`config.mk`:
```
export PLATFORM = sky130hd
export DESIGN_NAME = mux_pipe_reg_flat
export DESIGN_NICKNAME = d
export VERILOG_FILES = /design/src/rtl/mux_pipe_reg_pkg.sv /design/src/rtl/mux_pipe_reg_if.sv /design/src/rtl/mux_pipe_reg_mux_nway.sv /design/src/rtl/mux_pipe_reg.sv /design/src/flat_wrapper.sv
export SDC_FILE = /design/constraint.sdc
export NUM_CORES = 1
export LEC_CHECK = 0
export CAP_MARGIN = 30
export CORE_MARGIN = 2
export CORE_UTILIZATION = 41
export CTS_CLUSTER_SIZE = 20
export DETAILED_ROUTE_END_ITERATION = 6
export PLACE_DENSITY = 0.81
export SETUP_SLACK_MARGIN = 0.02
export SYNTH_ARGS = -nofsm -noshare
export SYNTH_HDL_FRONTEND = slang
export SYNTH_SLANG_ARGS = --single-unit
```
`constraint.sdc`:
```
create_clock -name clk -period 1.8 [get_ports clk]
set_clock_uncertainty 0.05 [all_clocks]
set_input_delay 0.18 -clock clk [delete_from_list [all_inputs] [get_ports clk]]
set_output_delay 0.18 -clock clk [all_outputs]
set_load 0.02 [all_outputs]
```
`src/rtl/mux_pipe_reg_pkg.sv`:
```
// Shared definitions for the operand selector pipeline register.
// Holds the buffer-occupancy state encoding used by the handshake FSM.
package mux_pipe_reg_pkg;

   localparam int unsigned STATE_W = 2;

   typedef enum logic [STATE_W-1:0] {
      ST_EMPTY = 2'd0,
      ST_ONE   = 2'd1,
      ST_TWO   = 2'd2
   } state_e;

endpackage

```
`src/rtl/mux_pipe_reg_if.sv`:
```
// Upstream/downstream handshake bundle for mux_pipe_reg.
// master drives the beats and out_ready; slave is the pipeline register.
interface mux_pipe_reg_if #(
   parameter int unsigned WIDTH  = 32,
   parameter int unsigned NUM_IN = 4
);
   localparam int unsigned SEL_W = $clog2(NUM_IN);

   logic [NUM_IN*WIDTH-1:0] in_data;
   logic [SEL_W-1:0]        sel;
   logic                    in_valid;
   logic                    in_ready;
   logic                    flush;
   logic [WIDTH-1:0]        out_data;
   logic                    out_sel_err;
   logic                    out_valid;
   logic                    out_ready;

   modport master (
      output in_data, sel, in_valid, flush, out_ready,
      input  in_ready, out_data, out_sel_err, out_valid
   );

   modport slave (
      input  in_data, sel, in_valid, flush, out_ready,
      output in_ready, out_data, out_sel_err, out_valid
   );
endinterface

```
`src/rtl/mux_pipe_reg_mux_nway.sv`:
```
// Combinational N-way word selector; out-of-range select yields zero plus sel_err.
// Loop compare keeps unused select codes on the error path instead of producing X.
module mux_nway #(
   parameter int unsigned WIDTH  = 32,
   parameter int unsigned NUM_IN = 4
) (
   input  logic [NUM_IN*WIDTH-1:0]    in_data,
   input  logic [$clog2(NUM_IN)-1:0]  sel,
   output logic [WIDTH-1:0]           word,
   output logic                       sel_err
);
   localparam int unsigned SEL_W = $clog2(NUM_IN);

   always_comb begin
      word    = '0;
      sel_err = 1'b1;
      for (int unsigned i = 0; i < NUM_IN; i++) begin
         if (sel == SEL_W'(i)) begin
            word    = in_data[i*WIDTH +: WIDTH];
            sel_err = 1'b0;
         end
      end
   end
endmodule

```
`src/rtl/mux_pipe_reg.sv`:
```
// Selects one of NUM_IN words and buffers it in a two-entry (main + skid) register
// with valid/ready flow control; in_ready comes straight from a flop.
module mux_pipe_reg
   import mux_pipe_reg_pkg::*;
#(
   parameter int unsigned WIDTH  = 32,
   parameter int unsigned NUM_IN = 4
) (
   input logic            clk,
   input logic            reset,
   mux_pipe_reg_if.slave  bus
);
   logic [WIDTH-1:0] sel_word;
   logic             sel_err;

   state_e           state;
   state_e           state_next;
   logic             push;
   logic             pop;
   logic             load_main_new;
   logic             load_main_skid;
   logic             load_skid;

   logic [WIDTH-1:0] main_data;
   logic             main_err;
   logic [WIDTH-1:0] skid_data;
   logic             skid_err;
   logic             in_ready_q;
   logic             out_valid_q;

   mux_nway #(
      .WIDTH  (WIDTH),
      .NUM_IN (NUM_IN)
   ) u_mux (
      .in_data (bus.in_data),
      .sel     (bus.sel),
      .word    (sel_word),
      .sel_err (sel_err)
   );

   assign push = bus.in_valid & in_ready_q & ~bus.flush;
   assign pop  = out_valid_q & bus.out_ready;

   // State register; handshake outputs are registered from the next state.
   always_ff @(posedge clk) begin
      if (reset) begin
         state       <= ST_EMPTY;
         in_ready_q  <= 1'b1;
         out_valid_q <= 1'b0;
      end else begin
         state       <= state_next;
         in_ready_q  <= (state_next != ST_TWO);
         out_valid_q <= (state_next != ST_EMPTY);
      end
   end

   // Next-state: flush wins over any push or pop in the same cycle.
   always_comb begin
      state_next = state;
      if (bus.flush) begin
         state_next = ST_EMPTY;
      end else begin
         case (state)
            ST_EMPTY: if (push) state_next = ST_ONE;
            ST_ONE: begin
               if (push && !pop)      state_next = ST_TWO;
               else if (pop && !push) state_next = ST_EMPTY;
            end
            ST_TWO:   if (pop) state_next = ST_ONE;
            default:  state_next = ST_EMPTY;
         endcase
      end
   end

   // Datapath load enables.
   always_comb begin
      load_main_new  = 1'b0;
      load_main_skid = 1'b0;
      load_skid      = 1'b0;
      if (!bus.flush) begin
         case (state)
            ST_EMPTY: load_main_new = push;
            ST_ONE: begin
               load_main_new = push & pop;
               load_skid     = push & ~pop;
            end
            ST_TWO:   load_main_skid = pop;
            default: ;
         endcase
      end
   end

   // Main and skid word registers; main keeps its value across flush.
   always_ff @(posedge clk) begin
      if (reset) begin
         main_data <= '0;
         main_err  <= 1'b0;
         skid_data <= '0;
         skid_err  <= 1'b0;
      end else begin
         if (load_main_new) begin
            main_data <= sel_word;
            main_err  <= sel_err;
         end else if (load_main_skid) begin
            main_data <= skid_data;
            main_err  <= skid_err;
         end
         if (load_skid) begin
            skid_data <= sel_word;
            skid_err  <= sel_err;
         end
      end
   end

   assign bus.in_ready    = in_ready_q;
   assign bus.out_valid   = out_valid_q;
   assign bus.out_data    = main_data;
   assign bus.out_sel_err = main_err;
endmodule

```
`src/flat_wrapper.sv`:
```
// flat-port wrapper written by rule: the top's interface ports become plain ports
module mux_pipe_reg_flat import mux_pipe_reg_pkg::*;
#(
   parameter int unsigned WIDTH  = 32,
   parameter int unsigned NUM_IN = 4
)
  (clk, reset, bus_in_data, bus_sel, bus_in_valid, bus_flush, bus_out_ready, bus_in_ready, bus_out_data, bus_out_sel_err, bus_out_valid);
  mux_pipe_reg_if #(.WIDTH(WIDTH), .NUM_IN(NUM_IN)) bus_i ();
  input logic clk;
  input logic reset;
  input wire logic [$bits(bus_i.in_data)-1:0] bus_in_data;
  input wire logic [$bits(bus_i.sel)-1:0] bus_sel;
  input wire logic [$bits(bus_i.in_valid)-1:0] bus_in_valid;
  input wire logic [$bits(bus_i.flush)-1:0] bus_flush;
  input wire logic [$bits(bus_i.out_ready)-1:0] bus_out_ready;
  output wire logic [$bits(bus_i.in_ready)-1:0] bus_in_ready;
  output wire logic [$bits(bus_i.out_data)-1:0] bus_out_data;
  output wire logic [$bits(bus_i.out_sel_err)-1:0] bus_out_sel_err;
  output wire logic [$bits(bus_i.out_valid)-1:0] bus_out_valid;
  assign bus_i.in_data = bus_in_data;
  assign bus_i.sel = bus_sel;
  assign bus_i.in_valid = bus_in_valid;
  assign bus_i.flush = bus_flush;
  assign bus_i.out_ready = bus_out_ready;
  assign bus_in_ready = bus_i.in_ready;
  assign bus_out_data = bus_i.out_data;
  assign bus_out_sel_err = bus_i.out_sel_err;
  assign bus_out_valid = bus_i.out_valid;
  mux_pipe_reg #(.WIDTH(WIDTH), .NUM_IN(NUM_IN)) u_core (.clk(clk), .reset(reset), .bus(bus_i));
endmodule
```
After elaboration in Yosys (flattened, before gate mapping). Cells that the tools add are included.

Register bits after elaboration: 70. Input bits: 135. Output and inout port bits: 35. Logic and storage cells: 52.

Equal/unequal tests: 6. Muxes and demuxes: 24. Bitwise logic cells: 7. Reduce and logical (&&, ||, !) cells: 8.

Operator list (count): $mux W32 (6); $mux W1 (11); $mux W2 (5); $eq A2 B2 Y1 const B (3); $pmux W2 S3 (1); $and A1 B1 Y1 (5); $eq A2 B1 Y1 const B (2); $logic_not A2 Y1 (2); $reduce_bool A2 Y1 (2); $logic_and A1 B1 Y1 (2); $logic_not A1 Y1 (2); $ne A2 B2 Y1 const B (1); $not A1 Y1 (2); $pmux W1 S2 (1).

Longest topological paths before layout.
Word-level depth: 9. Mapped depth: 6. Gate-level depth less buffers: 4.

Hierarchy. From an unflattened synthesis, not the netlist that was laid out.

Cell total of the unflattened synthesis: 408. Area total of the unflattened synthesis: 3996.3 um^2.

Modules (own cells, without submodules): mux_pipe_reg (times used 1, cells an instance 367, area an instance 3170.5 um^2, seq. area each 1401.3 um^2); mux_nway (times used 1, cells an instance 41, area an instance 825.8 um^2, seq. area each 0.0 um^2).

Least setup slack after synthesis. No wires, ideal clock.

Path type: register to register. From: register u_core.out_valid_q, in the netlist u_core.bus.out_valid. To: register u_core.main_data[11], in the netlist u_core.bus.out_data[11]. Setup time: 0.119 ns. Arrival time: 1.407 ns. Required time: 1.631 ns. Path slack: 0.225 ns. Cell stages (with the launch flop): 6. Buffers on the path: 1. Period minus slack after synthesis: 1.575 ns. Cells stage by stage: dfxtp_1 > nand2_1 > nor3_2 > clkbuf_1 > a21oi_1 > o221a_1.

Cells in the longest elaborated chain, start to end: 5. Elaborated cells between the ends (all ways): 8. Classes of those cells: mux (5); bitwise (2); reduce/logical (1).

Ends and longest elaborated chain: start, declared (line mux_pipe_reg.sv:29) `logic out_valid_q;`; start signal, assigned (line mux_pipe_reg.sv:53) `out_valid_q <= (state_next != ST_EMPTY);`; $and A1 B1 Y1 (*) (line mux_pipe_reg.sv:42) `assign pop = out_valid_q & bus.out_ready;`; $and A1 B1 Y1 (line mux_pipe_reg.sv:84) `load_main_new = push & pop;`; $pmux W1 S2 (line mux_pipe_reg.sv:81) `case (state)`; $mux W1 (line mux_pipe_reg.sv:80) `if (!bus.flush) begin`; $mux W32 or $reduce_bool A2 Y1 (tied branches); end signal, assigned (line mux_pipe_reg.sv:102) `main_data <= sel_word;`; end signal, assigned (line mux_pipe_reg.sv:105) `main_data <= skid_data;`; end, declared (line mux_pipe_reg.sv:24) `logic [WIDTH-1:0] main_data;`.

Mark *: on every way between the ends. The rest lies on a longest branch, timed or not. A chain may end at the register's enable or synchronous reset.

Final worst setup path.
From: register u_core.out_valid_q, in the netlist u_core.bus.out_valid. To: output port bus_out_valid.

RTL lines: end, declared (line flat_wrapper.sv:19) `output wire logic [$bits(bus_i.out_valid)-1:0] bus_out_valid;`.

No word-level cell between the ends.

==> reports/metrics.csv <==
metric,value,unit
r2r.worst_path.cells,4,
max_freq,0.618,GHz
antennaDiodeCount,0,
cts_buffers,9,
clkSlewWorstSetupHoldPaths,70,ps
yosys.area_share.simple,11.7,%
cts_tree,built,
synth_adder_area_share,0,%
area_growth_syn_to_layout,57.1,%
maximum_number_of_pins_on_one_net_before_global_route_repair,33,
setup.worst_path.end_class,output pin,
dp_hpwl,7.40,mm
timing.rr.start,u_core.state[1],
synthesis.instances,355,
num_rows,33,
sequential_cell_area_fraction_in_the_yosys_report,39.4,%
clkSinkCount,70,
final_cell_count_no_fill,631,
timing.max_slew.rel_slack,79.3,%
cts_repair_resize_count,0,
most-common-layout-cells,"sky130_fd_sc_hd__clkdlybuf4s50_1 (166), sky130_fd_sc_hd__nand2_1 (71), sky130_fd_sc_hd__dfxtp_1 (70)",
peak_fanout_along_the_critical_path,5,
clk_latency,330,ps
crit_path_max_incr_delay,640,ps
totalWireLength,9.61,mm
post_synthesis_cell_area,3560,um^2
vdd_ir_drop_max,0.437,mV
timing.critical_path.max_delay_family,buffers and inverters,
detail_route.iter0.violations,147,
synth_enable_flop_cells,0,
ant_nets,0,
boundaryPins,170,
grt_setup_unrepaired,false,
cts.root.buffer_cell,sky130_fd_sc_hd__clkbuf_8,
hold_crit_class,in2reg,
die_area,9440,um^2
yosys.cell_types.count,35,
p_leak,1.93,nW
maxSlewViolCount,0,
gr-total-overflow,0,
hold_depth,2,
prevailing_post_synth_register_cell,sky130_fd_sc_hd__dfxtp_1,
initial_core_utilization,42.9,%
setup.worst_path.start_class,register,
largest_family_of_logic_cells_by_synthesized_area,multiplexers,
antenna_violations_before_repair,0,
nets,657,
path_cells,clkdlybuf4s50_1,
floorplan.core_area,8300,um^2
synth_compound_gate_area_share,19.8,%
ys_async_sr_fraction,0,%
timing.rr.end,u_core.bus.out_data[13],
detail_route.vias_per_cell,5.32,
synth_xor_xnor_area_share,0,%
die-height,97.1,um
count_of_fill_cells_added_during_filler_insertion,602,
yosys_warns,0,
holdCritStartpoint,reset,
drive_gt1_share,14.4,%
grt_pass1_wl,15.9,mm
cp_slowest_cell,sky130_fd_sc_hd__clkdlybuf4s50_1,
via_count_of_the_first_global_routing_pass,3447,
routabilityCongestion,0.909,
synth_nets,490,
setup_ws,183,ps
cap_viol_max_count,0,
capture_endpoint_of_the_worst_hold_path,u_core.skid_data[13],
fin_crit_sh,89.9,%
postSynthAreaPerCell,10.0,um^2
setup_tns,0,ps
cts-root-to-sink-buffers,2,
synth-seq-cells,70,
crit_arrival,1390,ps
rrSetupSlack,250,ps
htree_levels,3,
cts.repair_timing.setup_buffer_count,0,
p_per_area,703,nW/um^2
post-layout-total-power,0.00393,W
final_common_cell,sky130_fd_sc_hd__clkdlybuf4s50_1,
count_of_endpoints_failing_hold_in_the_final_timing_report,0,
global_route.usage.total,20.7,%
synth.area.mux_share,20.9,%
preCtsSetupSlack,21.5,ps
finalSetupViolCount,0,
timing_worst_setup_path_type,reg2out,
buffer_ports.inserted,169,
timing_worst_slew_pin_value,310,ps
wl_per_cell,15.2,um
drt_pre_antenna_iters,4,
drc_errors,0,
cts_hold_buffers,0,
cp_data_required_time,1570,ps
final.min_clock_period,1620,ps
status,"complete, no violations",
vias_after_detailed_routing,3358,
placedCellCount,616,
chipWidth,97.1,um
worstPathBufferInverterCount,1,
==> cell usage after synthesis (2+ instances only) <==
cell type | instances | area share, %
sky130_fd_sc_hd__a21oi_1 | 62 | 8.7
sky130_fd_sc_hd__a22oi_1 | 5 | 1.1
sky130_fd_sc_hd__a311oi_1 | 2 | 0.49
sky130_fd_sc_hd__and2_1 | 3 | 0.53
sky130_fd_sc_hd__buf_1 | 2 | 0.21
sky130_fd_sc_hd__buf_12 | 2 | 1.1
sky130_fd_sc_hd__buf_2 | 13 | 1.8
sky130_fd_sc_hd__buf_6 | 4 | 1.3
sky130_fd_sc_hd__clkbuf_1 | 11 | 1.2
sky130_fd_sc_hd__dfxtp_1 | 70 | 39
sky130_fd_sc_hd__inv_1 | 25 | 2.6
sky130_fd_sc_hd__mux4_2 | 32 | 20
sky130_fd_sc_hd__nand2_1 | 71 | 7.5
sky130_fd_sc_hd__nand3_1 | 5 | 0.70
sky130_fd_sc_hd__nor2_1 | 3 | 0.32
sky130_fd_sc_hd__nor3_1 | 2 | 0.28
sky130_fd_sc_hd__o221a_1 | 25 | 7.9
==> worst max path at each step <==
| stage | start | end | slack (ps) | depth (start not counted) |
|---|---|---|---|---|
| CTS | u_core.bus.out_valid | bus_out_valid | 160 | 1 |
| detailed placement | bus_flush | u_core.bus.out_data[18] | 20 | 6 |
| global route | u_core.bus.out_valid | bus_out_valid | 130 | 1 |
| finish | u_core.bus.out_valid | bus_out_valid | 180 | 1 |
| global placement | bus_flush | u_core.bus.out_data[18] | 80 | 6 |
| floorplan | u_core.bus.out_valid | u_core.bus.out_data[11] | 220 | 5 |
==> cell type report <==
type / count / area [um^2] / area share, %
clock buffers: 12 / 155 / 2.78
well taps: 105 / 131 / 2.35
inverters: 25 / 93.8 / 1.68
flip-flops and latches: 70 / 1400 / 25.1
multi-input cells: 228 / 1870 / 33.5
clock inverters: 3 / 67.6 / 1.21
repair buffers: 188 / 1870 / 33.5
==> power breakdown <==
group / internal, W / switching (W) / total (W)
Sequential: 0.00162 / 0.0000412 / 0.00166
Clock: 0.000849 / 0.000553 / 0.00140
Combinational: 0.000548 / 0.000323 / 0.000871
Total: 0.00301 / 0.000917 / 0.00393
==> flip-flops by register name (all words and copies together) (netlist names) <==
register and cells:
u_core.bus.out_data 32, u_core.skid_data 32, u_core.state 2, u_core.bus.in_ready 1
u_core.bus.out_sel_err 1, u_core.bus.out_valid 1, u_core.skid_err 1
==> stage by stage <==
stage	hold WS, ps	instance area, um^2	util [%]
finish	170	5590	67.3
global placement	390	5370	64.6
floorplan	208	3560	-
CTS	160	5590	67.3
detailed placement	394	5370	64.6
global route	174	5590	67.3
==> per-layer routing <==
metal | wire [um] | vias up | global-route usage [%] | part of all wire [%]
li1 | - | 1627 | - | -
met1 | 3740 | 1581 | 23.0 | 39
met2 | 4930 | 133 | 37.1 | 51
met3 | 766 | 17 | 7.12 | 8.0
met4 | 182 | 0 | 6.61 | 1.9
met5 | 0 | - | 0 | 0
==> logic make-up after synthesis <==
family | Yosys count
compound gates | 101
buf+inv | 57
mux | 34
simple gates | 93
flops | 70
Power figures use the tool's default switching activity.
